==> src/rtl/gf3m_pkg.sv <==
// Shared definitions for the GF(3^M) digit-serial multiplier.
//  - Trit codes: 00=0, 01=1, 10=2. The code 11 is read as 0 by every helper.
//  - Element helpers work on a fixed maximum-width vector elem_t.
//    Callers zero-extend their M-trit values into elem_t and truncate the result.
//  - The field parameters (m, k) are passed as arguments.
//    At every call site they are elaboration-time constants, so the loops unroll to wiring.
//  - Reduction uses x^m == 2x^k + 1, since p(x) = x^m + x^k + 2 over GF(3).
package gf3m_pkg;

    localparam int TRIT_W = 2;
    localparam int MAX_M  = 256;

    localparam logic [TRIT_W-1:0] T0 = 2'b00;
    localparam logic [TRIT_W-1:0] T1 = 2'b01;
    localparam logic [TRIT_W-1:0] T2 = 2'b10;

    typedef logic [TRIT_W*MAX_M-1:0] elem_t;

    typedef enum logic [1:0] {
        ST_IDLE = 2'd0,
        ST_RUN  = 2'd1,
        ST_DONE = 2'd2
    } state_t;

    function automatic logic [TRIT_W-1:0] trit_canon(input logic [TRIT_W-1:0] t);
        return (t == 2'b11) ? T0 : t;
    endfunction

    function automatic logic [TRIT_W-1:0] trit_add(input logic [TRIT_W-1:0] x,
                                                   input logic [TRIT_W-1:0] y);
        logic [2:0] s;
        s = {1'b0, trit_canon(x)} + {1'b0, trit_canon(y)};
        if (s >= 3'd3) s = s - 3'd3;
        return s[1:0];
    endfunction

    // Nonzero trits are +/-1, so the product is 1 when the signs match and 2 otherwise.
    function automatic logic [TRIT_W-1:0] trit_mul(input logic [TRIT_W-1:0] x,
                                                   input logic [TRIT_W-1:0] y);
        logic [TRIT_W-1:0] cx, cy;
        cx = trit_canon(x);
        cy = trit_canon(y);
        if (cx == T0 || cy == T0) return T0;
        return (cx == cy) ? T1 : T2;
    endfunction

    function automatic elem_t elem_add(input elem_t x, input elem_t y);
        elem_t r;
        for (int i = 0; i < MAX_M; i++)
            r[TRIT_W*i +: TRIT_W] = trit_add(x[TRIT_W*i +: TRIT_W], y[TRIT_W*i +: TRIT_W]);
        return r;
    endfunction

    // Multiplies e by x and reduces modulo p(x).
    // Trit m-1 shifts out into x^m, which folds back as 2x^k + 1.
    function automatic elem_t elem_mul_x_mod(input elem_t e, input int m, input int k);
        elem_t             r;
        logic [TRIT_W-1:0] top;
        r   = '0;
        top = trit_canon(e[TRIT_W*(m-1) +: TRIT_W]);
        for (int i = 1; i < MAX_M; i++)
            if (i < m) r[TRIT_W*i +: TRIT_W] = trit_canon(e[TRIT_W*(i-1) +: TRIT_W]);
        r[TRIT_W-1:0]        = top;
        r[TRIT_W*k +: TRIT_W] = trit_add(r[TRIT_W*k +: TRIT_W], trit_mul(top, T2));
        return r;
    endfunction

endpackage

==> src/rtl/gf3m_horner_step.sv <==
// One combinational Horner step of the digit-serial multiplier:
//     acc_out = acc_in * x mod p(x) + a * digit
// Ports:
//     acc_in   in   2*M  running accumulator
//     a        in   2*M  operand A (11 trits read as 0)
//     digit    in   2    current trit of B
//     acc_out  out  2*M  updated accumulator (canonical trits only)
module gf3m_horner_step
    import gf3m_pkg::*;
#(
    parameter int M = 97,
    parameter int K = 12
) (
    input  logic [2*M-1:0] acc_in,
    input  logic [2*M-1:0] a,
    input  logic [1:0]     digit,
    output logic [2*M-1:0] acc_out
);

    localparam int W = 2*M;

    logic [W-1:0] shifted;
    logic [W-1:0] prod;

    assign shifted = W'(elem_mul_x_mod(elem_t'(acc_in), M, K));

    for (genvar gi = 0; gi < M; gi++) begin : g_scale
        assign prod[2*gi +: 2] = trit_mul(a[2*gi +: 2], digit);
    end

    assign acc_out = W'(elem_add(elem_t'(shifted), elem_t'(prod)));

endmodule

==> src/rtl/gf3m_digit_mult.sv <==
// Digit-serial GF(3^M) multiplier, C = A*B mod (x^M + x^K + 2).
// B is consumed most-significant trit first, D trits per cycle (Horner).
// The result is ready NCYC = ceil(M/D) cycles after the operands are accepted.
//
// Optional macro GF3M_MAC_EN:
//     Adds an addend port; the result becomes c = A*B + addend.
//     The addend is latched together with A and B.
//
// Ports:
//     clk        in   1    clock
//     reset      in   1    synchronous, active-low
//     in_valid   in   1    a/b (and addend) valid
//     in_ready   out  1    high only while idle
//     a, b       in   2*M  operands, trit i in bits [2i+1:2i]
//     addend     in   2*M  GF3M_MAC_EN only
//     out_valid  out  1    c holds a result
//     out_ready  in   1    consumer takes c
//     c          out  2*M  result
module gf3m_digit_mult
    import gf3m_pkg::*;
#(
    parameter int M = 97,
    parameter int K = 12,
    parameter int D = 3
) (
    input  logic           clk,
    input  logic           reset,
    input  logic           in_valid,
    output logic           in_ready,
    input  logic [2*M-1:0] a,
    input  logic [2*M-1:0] b,
`ifdef GF3M_MAC_EN
    input  logic [2*M-1:0] addend,
`endif
    output logic           out_valid,
    input  logic           out_ready,
    output logic [2*M-1:0] c
);

    localparam int W     = 2*M;
    localparam int NCYC  = (M + D - 1) / D;
    localparam int BP    = 2*D*NCYC;
    localparam int CNT_W = (NCYC > 1) ? $clog2(NCYC) : 1;

    state_t           state_reg, state_next;
    logic [W-1:0]     a_reg;
    logic [BP-1:0]    b_reg;      // B zero-padded at the top; shifted left as digits are used
    logic [W-1:0]     acc_reg;
    logic [W-1:0]     c_reg;
    logic [CNT_W-1:0] cnt_reg;
    logic             last_cycle;
    logic [W-1:0]     acc_chain [0:D];
    logic [W-1:0]     c_next;
`ifdef GF3M_MAC_EN
    logic [W-1:0]     addend_reg;
`endif

    assign last_cycle = (cnt_reg == CNT_W'(NCYC - 1));

    // The D steps of one cycle chain combinationally.
    // The top of b_reg always holds the highest unconsumed trit.
    assign acc_chain[0] = acc_reg;
    for (genvar gi = 0; gi < D; gi++) begin : g_step
        gf3m_horner_step #(.M(M), .K(K)) u_step (
            .acc_in  (acc_chain[gi]),
            .a       (a_reg),
            .digit   (b_reg[BP-1-2*gi -: 2]),
            .acc_out (acc_chain[gi+1])
        );
    end

`ifdef GF3M_MAC_EN
    assign c_next = W'(elem_add(elem_t'(acc_chain[D]), elem_t'(addend_reg)));
`else
    assign c_next = acc_chain[D];
`endif

    always_ff @(posedge clk) begin
        if (!reset) state_reg <= ST_IDLE;
        else        state_reg <= state_next;
    end

    always_comb begin
        state_next = state_reg;
        in_ready   = 1'b0;
        out_valid  = 1'b0;
        case (state_reg)
            ST_IDLE: begin
                in_ready = 1'b1;
                if (in_valid) state_next = ST_RUN;
            end
            ST_RUN: begin
                if (last_cycle) state_next = ST_DONE;
            end
            ST_DONE: begin
                out_valid = 1'b1;
                if (out_ready) state_next = ST_IDLE;
            end
            default: state_next = ST_IDLE;
        endcase
    end

    always_ff @(posedge clk) begin
        if (!reset) begin
            a_reg      <= '0;
            b_reg      <= '0;
            acc_reg    <= '0;
            c_reg      <= '0;
            cnt_reg    <= '0;
`ifdef GF3M_MAC_EN
            addend_reg <= '0;
`endif
        end else begin
            case (state_reg)
                ST_IDLE: begin
                    if (in_valid) begin
                        a_reg      <= a;
                        b_reg      <= BP'(b);
                        acc_reg    <= '0;
                        cnt_reg    <= '0;
`ifdef GF3M_MAC_EN
                        addend_reg <= addend;
`endif
                    end
                end
                ST_RUN: begin
                    acc_reg <= acc_chain[D];
                    b_reg   <= b_reg << (2*D);
                    cnt_reg <= cnt_reg + CNT_W'(1);
                    if (last_cycle) c_reg <= c_next;
                end
                default: ;
            endcase
        end
    end

    assign c = c_reg;

endmodule

==> config.mk <==
export PLATFORM = sky130hd
export DESIGN_NAME = gf3m_digit_mult
export DESIGN_NICKNAME = d
export VERILOG_FILES = /design/src/rtl/gf3m_pkg.sv /design/src/rtl/gf3m_horner_step.sv /design/src/rtl/gf3m_digit_mult.sv
export SDC_FILE = /design/constraint.sdc
export NUM_CORES = 2
export LEC_CHECK = 0
export CORE_UTILIZATION = 31
export DETAILED_ROUTE_END_ITERATION = 7
export PLACE_DENSITY = 0.48
export SYNTH_ARGS = -nofsm -noshare
export SYNTH_HDL_FRONTEND = slang
export SYNTH_HIERARCHICAL = 1
export SYNTH_SLANG_ARGS = --single-unit
==> constraint.sdc <==
create_clock -name clk -period 23 [get_ports clk]
set_input_delay 2.3 -clock clk [delete_from_list [all_inputs] [get_ports clk]]
set_output_delay 2.3 -clock clk [all_outputs]
set_load 0.01 [all_outputs]
Word-level counts from Yosys, hierarchy flattened --
Index checks and enable logic that the tools add are counted. Widths: inputs -> output; s select.
Cells by class: add/subtract/negate cells 589, multiplexer cells 2461, reductions and logical operators 400, order comparisons 294, eq/ne operators 1279
Operators by type and width (number):
- $mux 2 | 2158
- $eq 2x2->1 const B | 983
- $add 2x2->3 | 294
- $ge 3x2->1 const B | 294
- $sub 2x2->2 const B | 294
- $eq 2x2->1 | 291
- $pmux 198 s2 | 1
- $pmux 194 s2 | 1
- $mux 1 | 296
- $logic_or 1x1->1 | 291
- $logic_not 2->1 | 104
- $mux 198 | 1
- $mux 194 | 1
- $pmux 6 s2 | 1
- $add 6x1->6 const B | 1
- $eq 6x6->1 const B | 1
- $mux 6 | 1
- $ne 2x2->1 const B | 3
- $pmux 2 s3 | 1
- $reduce_and 2->1 | 3
- $reduce_and 3->1 | 1
- $eq 2x1->1 const B | 1
- $reduce_bool 2->1 | 1
Word-level totals: output and inout bits 196, register bits 788, bits of input ports 392

Longest topological paths before layout --
word-level depth 36, depth in mapped cells 36

Cells and area by module --
The synthesis kept the hierarchy.
By module, submodules not included:
- gf3m_digit_mult | cells an instance 3522, area an instance 30469.2 um^2, times used 1, sequential area each 15775.1 um^2
- gf3m_horner_step (g_step[2].u_step) | cells an instance 2062, area an instance 16429.5 um^2, times used 1, sequential area each 0.0 um^2
- gf3m_horner_step (g_step[0].u_step) | cells an instance 2041, area an instance 16243.1 um^2, times used 1, sequential area each 0.0 um^2
- gf3m_horner_step (g_step[1].u_step) | cells an instance 2041, area an instance 16226.8 um^2, times used 1, sequential area each 0.0 um^2

Least setup slack after synthesis --
No wires, ideal clock.
path kind reg2reg, from register b_reg[196], to register c_reg[26] (netlist: c[26]), library setup time 0.076 ns, period minus slack after synthesis 7.734 ns, buffers on the path 3, path slack 15.266 ns, arrival 7.658 ns, cell stages (with the launch flop) 36, cell sequence dfxtp_1 -> inv_1 -> ha_1 -> buf_2 -> buf_2 -> buf_2 -> nor4_2 -> ha_1 -> inv_1 -> fa_1 -> inv_1 -> ha_1 -> nor2b_1 -> mux2i_1 -> nand2b_1 -> inv_1 -> ha_1 -> fa_1 -> ha_1 -> or4b_2 -> o31ai_1 -> ha_1 -> fa_1 -> ha_1 -> or4b_2 -> o21ai_0 -> nor2b_1 -> ha_1 -> inv_1 -> fa_1 -> inv_1 -> ha_1 -> nor2b_1 -> mux2i_1 -> nand3_1 -> a21boi_0
RTL lines:
- start: declaration | RTL line gf3m_digit_mult.sv:47 | logic [BP-1:0] b_reg;
- start signal: assignment | RTL line gf3m_digit_mult.sv:118 | b_reg <= BP'(b);
- start signal: assignment | RTL line gf3m_digit_mult.sv:128 | b_reg <= b_reg << (2*D);
- end signal: assignment | RTL line gf3m_digit_mult.sv:130 | if (last_cycle) c_reg <= c_next;
- end: declaration | RTL line gf3m_digit_mult.sv:49 | logic [W-1:0] c_reg;

==> metrics.md <==
| Metric | Value |
|---|---|
| Synth Area per Inst | between 8 and 9 um^2 |
| Via count of the first global-routing pass | 65,900 |
| Worst r2r path cells | 35 |
| Sw Ratio | 0.339 |
| Crit Path Max Fanout | 34 |
| Cell-internal power | slightly below 3000 uW |
| Worst Setup SP | b_reg[197]$_SDFFE_PN0P_ |
| Worst clock skew | 0.0836 ns |
| Clk_lat worst skew | a little over 0.8 ns |
| YS warnings | 6 |
| # rows | about 190 |
| Critical path type | flop to flop |
| Via Count | roughly 66,000 |
| CTS Buffer Depth | 3 |
| Status | finished clean |
| Root buf cell | clkbuf_16 |
| Most used cell, CP | ha_1 |
| CTS tree | yes |
| CP max-delay cell | buf_4 |
| Part of the power in the clock network | 0.404 |
| Final period util | 0.403 |
| Remaining DRCs | 0 |
| Dpl cell area | roughly 0.088 mm^2 |
| Tot Pwr | roughly 4500 uW |
| Worst Setup End Kind | flop |
| Total gr overflow | 0 |
| Minimum clock period | about 9.3 ns |
| Power Density | between 40 and 50 mW/mm^2 |
| Post-synth EDFFs | 0 |
| Core Region | between 0.2 and 0.3 mm^2 |
| Via density | between 4 and 5 |
| Req. time, crit path | 23.69 ns |
| Final setup viols | 0 |
| Least-Margin Pin Slew | 1.22 ns |
| R2R Path Start | b_reg[197]$_SDFFE_PN0P_ |
| Worst vdd ir | ~0.000057 V |
| Die X | between 500 and 600 um |
| Number of synthesized register bits | 788 |
| Drt initial violations | between 2,000 and 3,000 |
| Clock Pin Slew Worst Setup and Hold Paths | roughly 0.060 ns |
| # Max-Cap Violations | 0 |
| Register area share after synthesis | 0.199 |
| DR pass1 iterations | 5 |
| Number of port buffers | about 590 |
| Crit path DAT | between 9 and 10 ns |
| Post-synthesis net count | around 12,000 |
| HPWL after DPL | ~170,000 um |
| Antenna Nets Post-Route | 0 |
| Hold buffer count at cts | 0 |
| Die ar. | roughly 0.26 mm^2 |
| Ys async rst share | 0 |
| Worst path max stage delay | roughly 0.77 ns |
| Final Max Slew Viols | 0 |
| H-tree depth | 3 |
| FF-to-FF End | c[26]$_SDFFE_PN0P_ |
| PostCTS Resize Cnt | 0 |
| Synth Flop Type | dfxtp_1 |
| Sw Pwr | between 1500 and 2000 uW |
| Routed WL per cell | roughly 18 um |
| Mapped Cells | just under 10,000 |
| Die H | 508 um |
| Worst Hold Class | flop to flop |
| Final Instance Area | a little over 0.09 mm^2 |
| Sequential Power Share | 0.335 |
| Reg2Reg Setup Slack | 13.74 ns |
| Max_slew headroom | 0.187 |
| Synth unique cells | 43 |
| Startpoint types | flop |
| Combinational power share | 0.261 |
| Initial antenna violation count | 33 |
| Share of layout cells above drive strength 1 | 0.0354 |
| CP endpoint | c[26]$_SDFFE_PN0P_ |
| Routed WL | approximately 240,000 um |
| Setup Fix Bufs, Post-CTS | 0 |
| Max FFs per register | 198 |
| Gr usage total | 0.183 |
| Largest net degree at the start of global routing | about 150 |
| # nets final | 11,800 |
| IO Pins | roughly 590 |
| Fmax | 0.108 GHz |
| Leak | 0.0411 uW |
| Final Util | 0.360 |
| RSZ-0062 raised after global routing | no |
| Synthesized area | approximately 0.079 mm^2 |
| TritonCTS Sinks | just under 800 |
| Area delta synth->final | 15.3% |
| Hold Fails Final Rpt | 0 |
| Cts bufs inserted | ~110 |
| First-pass GRT wire length | approximately 370,000 um |
| Final TNS setup | 0 ns |
| Initial Util | 0.312 |
| Gp weighted congestion | 0.788 |
==> power by group through the flow <==
stage | combinational, uW | clock, uW | sequential (uW)
global placement | 1140 | 0 | 1530
floorplan | 858 | 0 | 1510
detailed placement | 1180 | 0 | 1540
finish | 1170 | 1820 | 1510
global route | 1320 | 1940 | 1520
CTS | 1190 | 1890 | 1510
==> layout by cell type (no fill, tap or decap), types with 154 or more instances in the layout <==
cell type	instances
o21ai_0	484
nand2_1	749
inv_1	1169
fa_1	294
dfxtp_1	788
a21boi_0	475
nand2b_1	296
ha_1	1172
a2bb2oi_1	154
clkdlybuf4s50_1	586
nor4_1	204
mux2i_1	158
nor2b_1	450
nor3b_1	288
nor2_1	673
o221ai_1	188
xor2_1	582
nand3_1	402
==> worst max-delay path: cells and delay by family (launching register included) <==
family,cells,cell delay (ns)
DFF,1,0.34
buffers and inverters,8,1.75
adders and majority gates,13,3.68
AOI/OAI and AO/OA,3,0.40
xor gates and xnor gates,1,0.21
muxes,2,0.49
and+or+nand+nor,8,2.27
==> Yosys cell counts (2+ instances only) <==
cell type  number  area, um^2
a21boi_0      475        3570
a21boi_1      119         893
a21oi_1       135         676
a2bb2oi_1     154        1350
and3_1          2        12.5
buf_1          13        48.8
buf_2         220        1100
buf_6          49         552
clkbuf_1      200         751
dfxtp_1       788       15800
fa_1          294        5890
ha_1         1178       14700
inv_1        1169        4390
mux2i_1       158        1580
nand2_1       749        2810
nand2b_1      297        1860
nand3_1       402        2010
nand3b_1      134        1010
nand4_1         3        18.8
nor2_1        673        2530
nor2b_1       451        2820
nor3_1          3        15.0
nor3b_1       289        2170
nor4_1        204        1280
nor4_2         87        1090
o211a_1         3        30.0
o21a_1        139        1040
o21ai_0       484        2420
o221ai_1      188        1650
o31ai_1         3        22.5
o32a_1          2        20.0
or3_1           4        25.0
or3b_1          2        17.5
or4b_2          5        50.1
xor2_1        582        5100
==> layer usage <==
layer	GRT usage	vias to the layer above	share of wire
met1	0.234	31600	0.46
met3	0.0360	293	0.051
met4	0.0540	20	0.029
li1	-	33000	-
met2	0.310	937	0.46
met5	0	-	0.00053
==> final cells by class <==
cell class / count / area, um^2
Fill cell: 26100 / 163000
Clock inverter: 54 / 803
Timing Repair Buffer: 653 / 6400
Clock buffer: 143 / 3010
Sequential cell: 788 / 15800
Multi-Input combinational cell: 7226 / 56900
Tap cell: 3366 / 4210
Inverter: 1169 / 4390
Antenna cell: 21 / 52.6
==> kinds of logic after synthesis <==
kind of cell             synth area share
buffers and inverters              0.0863
AND/OR/NAND/NOR                     0.224
AO/OA/AOI/OAI                       0.147
adder cells (fa/ha/maj)             0.260
multiplexers                       0.0199
XOR/XNOR                           0.0642
flip-flops                          0.199
==> worst min path at each step <==
stage / start / endpoint / slack (ns) / cells past startpoint
4_1_cts: b_reg[76]$_SDFFE_PN0P_ / b_reg[76]$_SDFFE_PN0P_ / 0.47 / 2
2_1_floorplan: b_reg[188]$_SDFFE_PN0P_ / b_reg[188]$_SDFFE_PN0P_ / 0.44 / 2
3_3_place_gp: b_reg[10]$_SDFFE_PN0P_ / b_reg[10]$_SDFFE_PN0P_ / 0.45 / 2
5_1_grt: b_reg[98]$_SDFFE_PN0P_ / b_reg[98]$_SDFFE_PN0P_ / 0.49 / 2
6_report: b_reg[76]$_SDFFE_PN0P_ / b_reg[76]$_SDFFE_PN0P_ / 0.47 / 2
3_5_place_dp: b_reg[76]$_SDFFE_PN0P_ / b_reg[76]$_SDFFE_PN0P_ / 0.46 / 2
==> per-stage QoR <==
step	setup WS, ns	hold WS (ns)	instances
2_1_floorplan	15.27	0.440	9666
3_3_place_gp	13.70	0.449	13200
3_5_place_dp	13.69	0.457	13200
4_1_cts	13.62	0.472	13400
5_1_grt	13.15	0.491	13400
6_report	13.74	0.467	13400
No activity file was read; power rests on OpenSTA's default activity.
